File: config.mk
export PLATFORM = sky130hd
export DESIGN_NAME = crtg_engine_ctrl
export DESIGN_NICKNAME = d
export VERILOG_FILES = /design/src/rtl/crtg_engine_ctrl.sv
export SDC_FILE = /design/constraint.sdc
export NUM_CORES = 2
export LEC_CHECK = 0
export ABC_AREA = 1
export BUFFER_PORTS_ARGS = -buffer_cell sky130_fd_sc_hd__buf_2
export CAP_MARGIN = 20
export CORE_UTILIZATION = 52
export DETAILED_ROUTE_END_ITERATION = 8
export PLACE_DENSITY = 0.68
export SLEW_MARGIN = 20
export SYNTH_ARGS = -nofsm -noshare
export SYNTH_HDL_FRONTEND = slang
export SYNTH_SLANG_ARGS = --single-unit
export TNS_END_PERCENT = 30
File: constraint.sdc
create_clock -name clk -period 6.22 [get_ports clk]
set_input_delay 0 -clock clk [delete_from_list [all_inputs] [get_ports clk]]
set_output_delay 0 -clock clk [all_outputs]
set_load 0.01 [all_outputs]
File: src/rtl/crtg_engine_ctrl.sv
// CRTG controller: LFSR vectors, walks undropped faults through an external engine, keeps vectors with >= EF_COUNT new detects.
// Two cycles from start to first flt_req; one skip cycle per dropped fault; kv_ready low stalls in EMIT with no fault requests.
module crtg_engine_ctrl #(
    parameter int VEC_W      = 32,
    parameter int RESP_W     = 32,
    parameter int NUM_FAULTS = 1317,
    parameter int FIDX_W     = 11,
    parameter int EF_COUNT   = 2,
    parameter int UT_LIMIT   = 300,
    parameter int COV_PCT    = 90,
    parameter logic [VEC_W-1:0] LFSR_POLY = 32'h80200003,
    parameter logic [VEC_W-1:0] LFSR_SEED = 32'h1
) (
    input  logic                      clk,
    input  logic                      rst_n,
    input  logic                      start,
    output logic                      busy,
    output logic                      done,
    output logic [1:0]                done_reason,
    output logic [VEC_W-1:0]          vec,
    output logic                      flt_req,
    output logic [FIDX_W-1:0]         flt_idx,
    input  logic                      flt_ack,
    input  logic                      flt_det,
    input  logic [RESP_W-1:0]         good_resp,
    output logic                      kv_valid,
    input  logic                      kv_ready,
    output logic [VEC_W+RESP_W-1:0]   kv_data,
    output logic [FIDX_W:0]           det_total,
    output logic [15:0]               kept_cnt,
    output logic [15:0]               total_cnt
);

    localparam int                IW      = FIDX_W + 1;
    localparam logic [VEC_W-1:0]  LP_SEED = (LFSR_SEED == '0) ? '1 : LFSR_SEED;
    localparam logic [IW-1:0]     LP_NF   = IW'(NUM_FAULTS);
    localparam logic [IW-1:0]     LP_EF   = IW'(EF_COUNT);
    localparam logic [15:0]       LP_UT   = 16'(UT_LIMIT);
    localparam logic [47:0]       LP_COV  = 48'(COV_PCT) * 48'(NUM_FAULTS);

    typedef enum logic [2:0] {
        S_IDLE, S_GEN, S_SCAN, S_WAIT, S_EVAL, S_EMIT, S_DONE
    } state_t;

    state_t                     r_state;
    state_t                     w_next;
    logic [VEC_W-1:0]           r_lfsr;
    logic [VEC_W-1:0]           r_vec;
    logic [NUM_FAULTS-1:0]      r_at;
    logic [NUM_FAULTS-1:0]      r_ct;
    logic [IW-1:0]              r_idx;
    logic [IW-1:0]              r_ndet;
    logic [IW-1:0]              r_det_total;
    logic [15:0]                r_kept;
    logic [15:0]                r_total;
    logic [15:0]                r_ut;
    logic [1:0]                 r_reason;
    logic [VEC_W+RESP_W-1:0]    r_kv_data;

    logic [VEC_W-1:0]           w_lfsr_nxt;
    logic [FIDX_W-1:0]          w_fidx;
    logic                       w_idx_end;
    logic                       w_dropped;
    logic                       w_keep;
    logic [15:0]                w_ut_inc;
    logic                       w_cov_hit;
    logic                       w_flt_req;

    // Right-shifting Galois LFSR: the shifted-out bit gates the tap mask.
    assign w_lfsr_nxt = {1'b0, r_lfsr[VEC_W-1:1]} ^ (r_lfsr[0] ? LFSR_POLY : '0);
    assign w_fidx     = r_idx[FIDX_W-1:0];
    assign w_idx_end  = (r_idx == LP_NF);
    assign w_dropped  = r_at[w_fidx];
    assign w_keep     = (r_ndet >= LP_EF);
    assign w_ut_inc   = r_ut + 16'd1;
    assign w_cov_hit  = (48'(r_det_total) * 48'd100) >= LP_COV;

    always_comb begin
        w_next    = r_state;
        w_flt_req = 1'b0;
        case (r_state)
            S_IDLE: if (start) w_next = (COV_PCT == 0) ? S_DONE : S_GEN;
            S_GEN:  w_next = S_SCAN;
            S_SCAN: begin
                if (w_idx_end) begin
                    w_next = S_EVAL;
                end else if (!w_dropped) begin
                    w_flt_req = 1'b1;
                    w_next    = S_WAIT;
                end
            end
            S_WAIT: begin
                w_flt_req = 1'b1;
                if (flt_ack) w_next = S_SCAN;
            end
            S_EVAL: begin
                if (w_keep)                 w_next = S_EMIT;
                else if (w_ut_inc == LP_UT) w_next = S_DONE;
                else                        w_next = S_GEN;
            end
            S_EMIT: if (kv_ready) w_next = w_cov_hit ? S_DONE : S_GEN;
            S_DONE: if (start) w_next = S_GEN;
            default: w_next = S_IDLE;
        endcase
    end

    always_ff @(posedge clk or negedge rst_n) begin
        if (!rst_n) begin
            r_state     <= S_IDLE;
            r_lfsr      <= LP_SEED;
            r_vec       <= '0;
            r_at        <= '0;
            r_ct        <= '0;
            r_idx       <= '0;
            r_ndet      <= '0;
            r_det_total <= '0;
            r_kept      <= '0;
            r_total     <= '0;
            r_ut        <= '0;
            r_reason    <= '0;
            r_kv_data   <= '0;
        end else begin
            r_state <= w_next;
            case (r_state)
                S_IDLE: if (start && COV_PCT == 0) r_reason <= 2'b01;
                S_GEN: begin
                    r_lfsr <= w_lfsr_nxt;
                    r_vec  <= w_lfsr_nxt;
                    r_ct   <= '0;
                    r_ndet <= '0;
                    r_idx  <= '0;
                    if (r_total != 16'hFFFF) r_total <= r_total + 16'd1;
                end
                S_SCAN: if (!w_idx_end && w_dropped) r_idx <= r_idx + IW'(1);
                S_WAIT: begin
                    if (flt_ack) begin
                        if (flt_det) begin
                            r_ct[w_fidx] <= 1'b1;
                            r_ndet       <= r_ndet + IW'(1);
                        end
                        r_idx <= r_idx + IW'(1);
                    end
                end
                S_EVAL: begin
                    if (w_keep) begin
                        r_at        <= r_at | r_ct;
                        r_det_total <= r_det_total + r_ndet;
                        r_kept      <= r_kept + 16'd1;
                        r_ut        <= '0;
                        r_kv_data   <= {r_vec, good_resp};
                    end else begin
                        r_ut <= w_ut_inc;
                        if (w_ut_inc == LP_UT) r_reason <= 2'b10;
                    end
                end
                S_EMIT: if (kv_ready && w_cov_hit) r_reason <= 2'b01;
                S_DONE: begin
                    // Restart keeps the LFSR running so the new run explores fresh vectors.
                    if (start) begin
                        r_at        <= '0;
                        r_det_total <= '0;
                        r_kept      <= '0;
                        r_total     <= '0;
                        r_ut        <= '0;
                        r_reason    <= '0;
                    end
                end
                default: ;
            endcase
        end
    end

    assign busy        = (r_state != S_IDLE) && (r_state != S_DONE);
    assign done        = (r_state == S_DONE);
    assign done_reason = r_reason;
    assign vec         = r_vec;
    assign flt_req     = w_flt_req;
    assign flt_idx     = w_fidx;
    assign kv_valid    = (r_state == S_EMIT);
    assign kv_data     = r_kv_data;
    assign det_total   = r_det_total;
    assign kept_cnt    = r_kept;
    assign total_cnt   = r_total;

endmodule

==> out/results.ini <==
[die]
placementRows=177
start_util_pct=52.4
ios=195
dieArea_sq_um=237000
coreArea_sq_um=233000
die_width_um=486
die_h_um=486

[run]
maxCapViolCount=0

[setup_path]
reg2reg_setup_slack_ns=1.23
arrival_ns=5.42
setup.worst_path.end_class=output pin
r2r-end=r_state[0]$_DFFE_PN0P_
crit_path_frequent_cell=nand2_1
cp_top_family=simple AND/OR/NAND/NOR gates
critPathRequiredTime_ns=6.22
cp_max_fo=202
path_class=reg -> out
slowest_stage=dfrtp_4
reg2reg_depth=20
max_stage_delay_ns=0.93
crit_path_cell_trace=buf_12, nand2_1, o211ai_1, nand2_1, nand2_1, nand2_1, nor2_1, nand2_1, nand2_1, nand2_1, nor2_1, nand2_1, nand2_1, nand2_1, nor2_2, nand2_1, o21ai_0, buf_2
worst-path-buf-inv=2
critPathLaunchType=flip-flop
worstReg2RegStart=r_idx[0]$_DFFE_PN0P_

[timing]
fmax_mhz=184
setup_viol=0
maxSlewHeadroom_pct=10.9
drv_slew=0
rsz0062_at_grt=no
finalWorstSetupSlack_ns=0.798
tns_ns=0
skew_ns=0.0561
period_needed_ns=5.42
finalCritPeriodShare_pct=87.2
hold_viol_final=0
hold_slack_ns=0.130
tightest_slew_ns=1.34

[global_routing]
grt_usage_pct=31.5
grt_antenna_before_repair=6
grt_max_degree=227
grt_pass1_wl_mm=579
grt_overflow=0
grt_pass1_vias=96200

[placed_design]
place_inst=16800
portBuffers=194
place_ws_ns=1.84
gp_congestion=0.835
hpwl_mm=195

[cts]
clk_latency_ns=0.96
htree_levels=5
cts.path.max_buffers=4
tritoncts=built
cts_setup_buffers=0
cts-root-buf=clkbuf_16
cts_buffers=305
cts.clk_slew.worst_paths_ns=0.06
cts_resized=0
cts.sinks=2820

[cells_and_area]
syn_to_final_growth_pct=11.6
fin_cells=17400
drive_gt1_share_pct=6.86
num-fill-cells=20600
nets=14200
layout_commonest_cell=nand2_1
final_cell_mix=3,322 x nand2_1, 2,817 x dfrtp_1, 2,037 x a21oi_1

[detailed_routing]
drt_iter0_markers=10600
routed-via-count=98900
viasPerCell=5.68
drt-total-wl_mm=372
firstDrtPassIters=9
ant_nets=0
routedWlPerCell_um=21.4
drc_errors=0

[synthesis]
ys.flop_type=dfrtp_1
synthesis.nets=14500
ys_ff_latch=2820
synth_edf_count=0
synth_cells=14400
synth_cell_type_count=52
synth_seq_area_share_pct=57.8
yosysWarnings=0
syn_area_per_cell_sq_um=8.50
synth-async-reset-ratio_pct=100
synthesis.area_sq_um=122000

[pwr]
p_int_mw=30.8
combPwrFrac_pct=18.6
p_sw_mw=14.3
p_seq_share_pct=41.2
leakagePower_nw=65.6
switching_share_pct=31.7
powerDensity_nw_per_um2=331
p_clk_share_pct=40.2
power_mw=45.0
ir_drop_mv=0.366

[hold_path]
hp-class=in -> reg
min_path_cells=6
holdPathEnd=done_reason[1]$_DFFE_PN0P_
worstHoldStart=start

[outcome]
outcome=finished, final reports clean

worst register-to-register path: stages (launching register included):
cell and delay (ns):
dfrtp_4 0.93, buf_12 0.70, nand2_1 0.38, o211ai_1 0.12
nand2_1 0.09, nand2_1 0.07, nand2_1 0.11, nor2_1 0.11
nand2_1 0.14, nand2_1 0.16, nand2_1 0.07, nor2_1 0.27
nand2_1 0.10, nand2_1 0.06, nand2_1 0.09, nor2_2 0.31
nand2_1 0.29, nand2_1 0.21, nand3_1 0.08, nand2_1 0.06
dlygate4sd3_1 0.55
how the worst max path moves through the flow:
stage / startpoint / to / slack (ns) / depth (start not counted)
after global routing: r_idx[0]$_DFFE_PN0P_ / flt_req / 0.71 / 19
final: r_idx[0]$_DFFE_PN0P_ / flt_req / 0.80 / 18
after global placement: r_idx[0]$_DFFE_PN0P_ / r_idx[1]$_DFFE_PN0P_ / 1.85 / 19
after detailed placement: r_idx[0]$_DFFE_PN0P_ / r_idx[1]$_DFFE_PN0P_ / 1.84 / 19
after CTS: r_idx[0]$_DFFE_PN0P_ / flt_req / 0.92 / 18
after floorplan: det_total[1]$_DFFE_PN0P_ / r_state[1]$_DFFE_PN0P_ / 2.99 / 19
what timing repair did:
action | 4_1_cts | 5_1_grt
endpoints found under the hold margin | 1295 | 0
hold buffers | 75 | 0
setup endpoints to repair | 0 | 0
metal layers:
layer / global-route usage [%] / part of all wire [%]
met5: 0 / 0.010
met1: 43.5 / 42
met3: 5.89 / 8.4
met2: 49.3 / 45
met4: 12.4 / 4.3
logic make-up (layout without fill, tap and decap cells):
group | count (synthesis) | count (layout) | synth area share, %
fa+ha+maj | 70 | 70 | 0.767
compound gates | 3283 | 3283 | 15.0
xor+xnor | 35 | 35 | 0.251
flops | 2820 | 2820 | 57.8
buf+inv | 2627 | 2548 | 8.47
other cells | 0 | 6 | 0
simple gates | 5515 | 5515 | 17.7
Yosys cell counts, types with 43 or more instances:
master / number / area, sq um
buf_2: 137 / 686
o211ai_1: 192 / 1440
dfrtp_1: 2819 / 70500
a21oi_1: 2037 / 10200
nand2_1: 3325 / 12500
a31oi_1: 465 / 2910
buf_4: 63 / 473
inv_1: 1528 / 5740
nand3_1: 512 / 2560
ha_1: 62 / 776
o21a_1: 273 / 2050
buf_1: 54 / 203
clkbuf_1: 827 / 3100
nor3_1: 43 / 215
o21ai_0: 245 / 1230
nor2_1: 1584 / 5950
power by group through the flow:
stage               sequential [mW]  combinational (mW)  clock [mW]
detailed placement             18.9                8.16           0
global placement               18.9                8.14           0
CTS                            18.6                8.24        18.3
global route                   18.6                8.91        19.0
finish                         18.6                8.35        18.1
floorplan                      18.8                5.05           0
state kept, by name, indices dropped and copies added (netlist names):
name	cells
r_state	3
kept_cnt	16
r_at	1317
done_reason	2
vec	1
r_ndet	12
r_ct	1317
r_lfsr	32
r_ut	16
total_cnt	16
r_idx	12
kv_data	64
det_total	12
metrics by stage:
stage | utilization (%) | cell area, sq um
6_report | 58.5 | 136000
5_1_grt | 58.5 | 136000
4_1_cts | 58.5 | 136000
3_5_place_dp | 53.9 | 126000
3_3_place_gp | 53.9 | 126000
2_1_floorplan | - | 122000
area by class of cell:
| cell class | count | area, sq um | area share [%] |
|---|---|---|---|
| inverters | 1537 | 5810 | 4.26 |
| diodes | 6 | 15.0 | 0.0110 |
| flip-flops and latches | 2820 | 70600 | 51.8 |
| well taps | 3132 | 3920 | 2.88 |
| repair buffers | 501 | 4530 | 3.33 |
| clock buffers | 448 | 8950 | 6.57 |
| multi-input cells | 8903 | 41600 | 30.5 |
| clock inverters | 62 | 860 | 0.631 |
Power figures use the tool's default switching activity.
